<file path="src/rtl/score_bcd_display.sv">
// rtl/score_bcd_display.sv - score to 5-digit seven-segment display with high score tracking
// Sequential double-dabble (one shift per clock), leading-zero blanking, session high score.
module score_bcd_display #(
    parameter int SCORE_W = 16,
    parameter int DIGITS  = 5
) (
    input  logic               clk,
    input  logic               reset,
    input  logic [SCORE_W-1:0] score,
    input  logic               show_high,
    output logic [6:0]         hex0,
    output logic [6:0]         hex1,
    output logic [6:0]         hex2,
    output logic [6:0]         hex3,
    output logic [6:0]         hex4,
    output logic [SCORE_W-1:0] high_score,
    output logic               new_high,
    output logic               busy
);
    localparam int BCD_W = 4 * DIGITS;
    localparam int SH_W  = BCD_W + SCORE_W;
    localparam int CNT_W = $clog2(SCORE_W);

    typedef enum logic {S_IDLE = 1'b0, S_CONV = 1'b1} state_t;

    state_t               r_state;
    state_t               w_next;
    logic [SH_W-1:0]      r_shift;
    logic [CNT_W-1:0]     r_cnt;
    logic [SCORE_W-1:0]   r_captured;
    logic [SCORE_W-1:0]   r_shown;
    logic [BCD_W-1:0]     r_digits;
    logic [SCORE_W-1:0]   r_high;
    logic                 r_new_high;

    logic [SCORE_W-1:0]   w_sel;
    logic                 w_load;
    logic                 w_last;
    logic [SH_W-1:0]      w_adj;
    logic [SH_W-1:0]      w_shifted;
    logic [6:0]           w_seg   [DIGITS];
    logic [DIGITS-1:0]    w_blank;

    function automatic logic [6:0] seg7(input logic [3:0] d);
        case (d)
            4'd0:    seg7 = 7'b1000000;
            4'd1:    seg7 = 7'b1111001;
            4'd2:    seg7 = 7'b0100100;
            4'd3:    seg7 = 7'b0110000;
            4'd4:    seg7 = 7'b0011001;
            4'd5:    seg7 = 7'b0010010;
            4'd6:    seg7 = 7'b0000010;
            4'd7:    seg7 = 7'b1111000;
            4'd8:    seg7 = 7'b0000000;
            4'd9:    seg7 = 7'b0010000;
            default: seg7 = 7'h7F;
        endcase
    endfunction

    assign w_sel = show_high ? r_high : score;

    always_ff @(posedge clk) begin
        if (reset) r_state <= S_IDLE;
        else       r_state <= w_next;
    end

    always_comb begin
        w_next = r_state;
        case (r_state)
            S_IDLE:  if (w_load) w_next = S_CONV;
            S_CONV:  if (w_last) w_next = S_IDLE;
            default: w_next = S_IDLE;
        endcase
    end

    always_comb begin
        w_load = (r_state == S_IDLE) && (w_sel != r_shown);
        w_last = (r_state == S_CONV) && (r_cnt == CNT_W'(SCORE_W - 1));
        busy   = (r_state == S_CONV);
    end

    // Add-3 to every BCD nibble >= 5 before the shift.
    always_comb begin
        w_adj = r_shift;
        for (int i = 0; i < DIGITS; i++) begin
            if (r_shift[SCORE_W + 4*i +: 4] >= 4'd5)
                w_adj[SCORE_W + 4*i +: 4] = r_shift[SCORE_W + 4*i +: 4] + 4'd3;
        end
    end

    assign w_shifted = w_adj << 1;

    always_ff @(posedge clk) begin
        if (reset) begin
            r_shift    <= '0;
            r_cnt      <= '0;
            r_captured <= '0;
            r_shown    <= '0;
            r_digits   <= '0;
        end else if (w_load) begin
            r_shift    <= {{BCD_W{1'b0}}, w_sel};
            r_captured <= w_sel;
            r_cnt      <= '0;
        end else if (r_state == S_CONV) begin
            r_shift <= w_shifted;
            r_cnt   <= r_cnt + 1'b1;
            if (w_last) begin
                r_digits <= w_shifted[SH_W-1 -: BCD_W];
                r_shown  <= r_captured;
            end
        end
    end

    always_ff @(posedge clk) begin
        if (reset) begin
            r_high     <= '0;
            r_new_high <= 1'b0;
        end else if (score > r_high) begin
            r_high     <= score;
            r_new_high <= 1'b1;
        end else begin
            r_new_high <= 1'b0;
        end
    end

    // A digit blanks only when it and every more-significant digit are zero.
    always_comb begin
        for (int i = 0; i < DIGITS; i++) w_seg[i] = seg7(r_digits[4*i +: 4]);
        w_blank[DIGITS-1] = (r_digits[BCD_W-1 -: 4] == 4'd0);
        for (int i = DIGITS - 2; i >= 0; i--)
            w_blank[i] = w_blank[i+1] && (r_digits[4*i +: 4] == 4'd0);
    end

    assign hex0       = w_seg[0];
    assign hex1       = w_blank[1] ? 7'h7F : w_seg[1];
    assign hex2       = w_blank[2] ? 7'h7F : w_seg[2];
    assign hex3       = w_blank[3] ? 7'h7F : w_seg[3];
    assign hex4       = w_blank[4] ? 7'h7F : w_seg[4];
    assign high_score = r_high;
    assign new_high   = r_new_high;
endmodule

</file>
<file path="config.mk">
export PLATFORM = sky130hd
export DESIGN_NAME = score_bcd_display
export DESIGN_NICKNAME = d
export VERILOG_FILES = /design/src/rtl/score_bcd_display.sv
export SDC_FILE = /design/constraint.sdc
export NUM_CORES = 1
export LEC_CHECK = 0
export BUFFER_PORTS_ARGS = -buffer_cell sky130_fd_sc_hd__buf_2
export CAP_MARGIN = 20
export CORE_MARGIN = 3
export CORE_UTILIZATION = 60
export DETAILED_ROUTE_END_ITERATION = 12
export PLACE_DENSITY = 0.81
export SETUP_SLACK_MARGIN = 0.5
export SKIP_CTS_REPAIR_TIMING = 1
export SLEW_MARGIN = 20
export SYNTH_ARGS = -nofsm -noshare
export SYNTH_HDL_FRONTEND = slang
export SYNTH_SLANG_ARGS = --single-unit
export TNS_END_PERCENT = 20
</file>
<file path="constraint.sdc">
create_clock -name clk -period 5.3 [get_ports clk]
set_input_delay 0.53 -clock clk [delete_from_list [all_inputs] [get_ports clk]]
set_output_delay 0.53 -clock clk [all_outputs]
set_load 0.005 [all_outputs]
</file>
==> out/qor.yml <==
crit_family: "simple AND/OR/NAND/NOR gates"
clkTransAtPathRegs_ns: 0.06
crit_end: "hex0[1]$_DFF_P_"
synthArstFlopShare_pct: 0
min_path_cells: 3
gp_congestion: 0.8811
wirelength_um: 16070
start_util_pct: 61.68
synthToLayoutAreaGrowth_pct: 12.68
first_pass_iters: 5
worstPathMaxFanout: 22
die_h_um: 117.4
dieWidth_um: 117.4
grt_max_degree: 75
max_freq_mhz: 309.6
reg2reg_setup_slack_ns: 2.07
core_mm2: 0.01206
rows: 40
drtIter0Drc: 517
grt_pass1_vias: 5676
cts_tree: "done"
rsz0062_at_grt: "false"
period_minus_slack_ns: 3.230
critical_path_class: "flop to flop"
p_per_area_mw_per_mm2: 299.6
synth-edff-count: 0
rr_worst_depth: 9
numPlacedInstances: 1037
gr-usage-met1_pct: 29.00
grt_pass1_wl_um: 26940
cts_made_buffers: 17
r2r_start: "r_cnt[0]$_SDFFE_PP0P_"
crit_cells: 9
syn_avg_cell_area_um2: 8.825
worst_pin_slew_ns: 1.023
max_cap_violations: 0
clock_sinks: 145
antenna_found_initial: 0
crit_slowest_cell: "and4_1"
cts.root.buffer_cell: "clkbuf_16"
fin_setup_tns_ns: 0
path_cells: "ha_1 > and4_1 > buf_4 > nand2_1 > a21oi_1 > inv_1 > ha_1 > a21oi_1 > a21o_1"
startpoint: "r_cnt[0]$_SDFFE_PP0P_"
n_antenna_cell: 0
vias: 6129
finalSetupViolCount: 0
mostFrequentLayoutCells: "dfxtp_1 (144), nand2_1 (98), buf_2 (71)"
port_buffers: 71
grt-busiest-layer: "met2"
synthCells: 843
io_pins: 72
grt_use_met2_pct: 39.09
dieArea_mm2: 0.01377
gr-usage-all-layers_pct: 23.69
maxSlewHeadroom_pct: 31.82
status: "complete, no violations"
nets: 959
netlist-cell-type-count: 47
final_hold_viol_count: 0
cp_data_required_time_ns: 5.62
final_cells: 1069
worst_hold_path_type: "input pin to flop"
ys.flop_type: "dfxtp_1"
ys_seq_elements: 145
arrival_ns: 3.55
synth_area_mm2: 0.007440
dp_hpwl_um: 10860
wl_per_cell_um: 15.03
p_leak_uw: 0.003354
fin_skew_ns: 0.007385
final_layout_size_suffix_gt1_share_pct: 15.43
multi_input_area_mm2: 0.004128
reg2reg_to: "hex0[1]$_DFF_P_"
fin_crit_sh_pct: 60.94
viasPerCell: 5.733
drcViolationCount: 0
ys_warn_count: 0
final_common_cell: "dfxtp_1"
clk_latency_ns: 0.43
num-fill-cells: 954
critPathCaptureType: "flop"
clockBufferDepth: 2
worst_setup_path_start_kind: "flop"
grt_use_met3_pct: 5.593
seq_area_frac_synth_pct: 39.02
peakVddDrop_mv: 0.2277
ant_nets: 0
max_stage_delay_ns: 0.93
grt_overflow_total: 0
synth_nets: 914
htree_levels: 4
total_power_uw: 2511
critical_path_buf_inv_count: 2
regArea_mm2: 0.002904
drv_slew: 0
[cell type report]
| cell class | count | area share (%) |
|---|---|---|
| Multi-Input combinational cell | 598 | 49.24 |
| Sequential cell | 145 | 34.64 |
| Clock buffer | 21 | 5.493 |
| Timing Repair Buffer | 79 | 4.955 |
| Tap cell | 168 | 2.507 |
| Inverter | 47 | 2.104 |
| Clock inverter | 11 | 1.060 |
[state kept, by name, summed over array words and instances, names as in the netlist]
name and cells:
busy 1, hex0 7, high_score 16, new_high 1, r_captured 16, r_cnt 4, r_digits 20, r_shift 36
r_shown 16, w_seg 28
[power by group]
| group | internal, µW | switching [µW] |
|---|---|---|
| clock network | 663 | 452 |
| logic | 100 | 140 |
| registers | 1130 | 30.6 |
| total | 1890 | 622 |
[per-layer routing]
metal	part of all wire, %	wire length, µm
met5	0	0
met1	44	7055
met4	3.4	552
met2	49	7852
met3	3.8	611
[cell usage after synthesis (all sizes together), types with 6 or more instances]
cell | n | area (µm²)
o311ai | 15 | 131.4
mux2i | 49 | 509.2
a211oi | 39 | 292.8
o21a | 10 | 75.07
xnor2 | 22 | 192.7
nand3 | 27 | 135.1
nand2 | 98 | 367.9
nor4 | 9 | 90.09
clkbuf | 38 | 142.6
o21ai | 24 | 120.1
a21o | 14 | 105.1
or4b | 15 | 150.1
inv | 46 | 172.7
buf | 15 | 101.3
ha | 52 | 650.6
and2 | 6 | 37.54
a21oi | 63 | 315.3
or2 | 8 | 50.05
nand4 | 8 | 56.30
a41oi | 6 | 52.55
dfxtp | 145 | 2903
nand2b | 27 | 168.9
nor2 | 63 | 236.5
[logic make-up (layout without fill, tap and decap cells)]
group	after synthesis	after routing	synth area share, %
XOR/XNOR	24	24	2.825
adder cells (fa/ha/maj)	52	52	8.745
multiplexers	49	49	6.845
AND/OR/NAND/NOR	274	274	18.72
buffers and inverters	100	158	5.651
flip-flops	145	145	39.02
AO/OA/AOI/OAI	199	199	18.20
[metrics by stage]
stage | hold slack [ns] | cell area (µm²) | utilization (%) | setup WS [ns]
after global placement | 0.4395 | 7834 | 64.95 | 2.034
final | 0.3786 | 8383 | 69.50 | 2.070
after detailed placement | 0.4464 | 7834 | 64.95 | 1.940
after global routing | 0.3879 | 8383 | 69.50 | 1.825
after CTS | 0.3685 | 8383 | 69.50 | 2.065
after floorplan | 0.4322 | 7440 | - | 2.563
[how the worst min path moves through the flow]
| stage | to | startpoint |
|---|---|---|
| detailed placement | r_shown[10]$_SDFFE_PP0N_ | r_captured[10]$_SDFFE_PP0N_ |
| CTS | high_score[0]$_SDFFE_PP0P_ | score[0] |
| floorplan | r_shown[0]$_SDFFE_PP0N_ | r_captured[0]$_SDFFE_PP0N_ |
| global route | high_score[10]$_SDFFE_PP0P_ | score[10] |
| global placement | r_shown[10]$_SDFFE_PP0N_ | r_captured[10]$_SDFFE_PP0N_ |
| finish | high_score[0]$_SDFFE_PP0P_ | score[0] |
[worst reg2reg max path, cell delays in order, from the launching register on]
cell     delay, ns
dfxtp_1       0.37
ha_1          0.34
and4_1        0.93
buf_4         0.39
nand2_1       0.11
a21oi_1       0.29
inv_1         0.14
ha_1          0.32
a21oi_1       0.07
a21o_1        0.17
No activity file was read; power rests on OpenSTA's default activity.
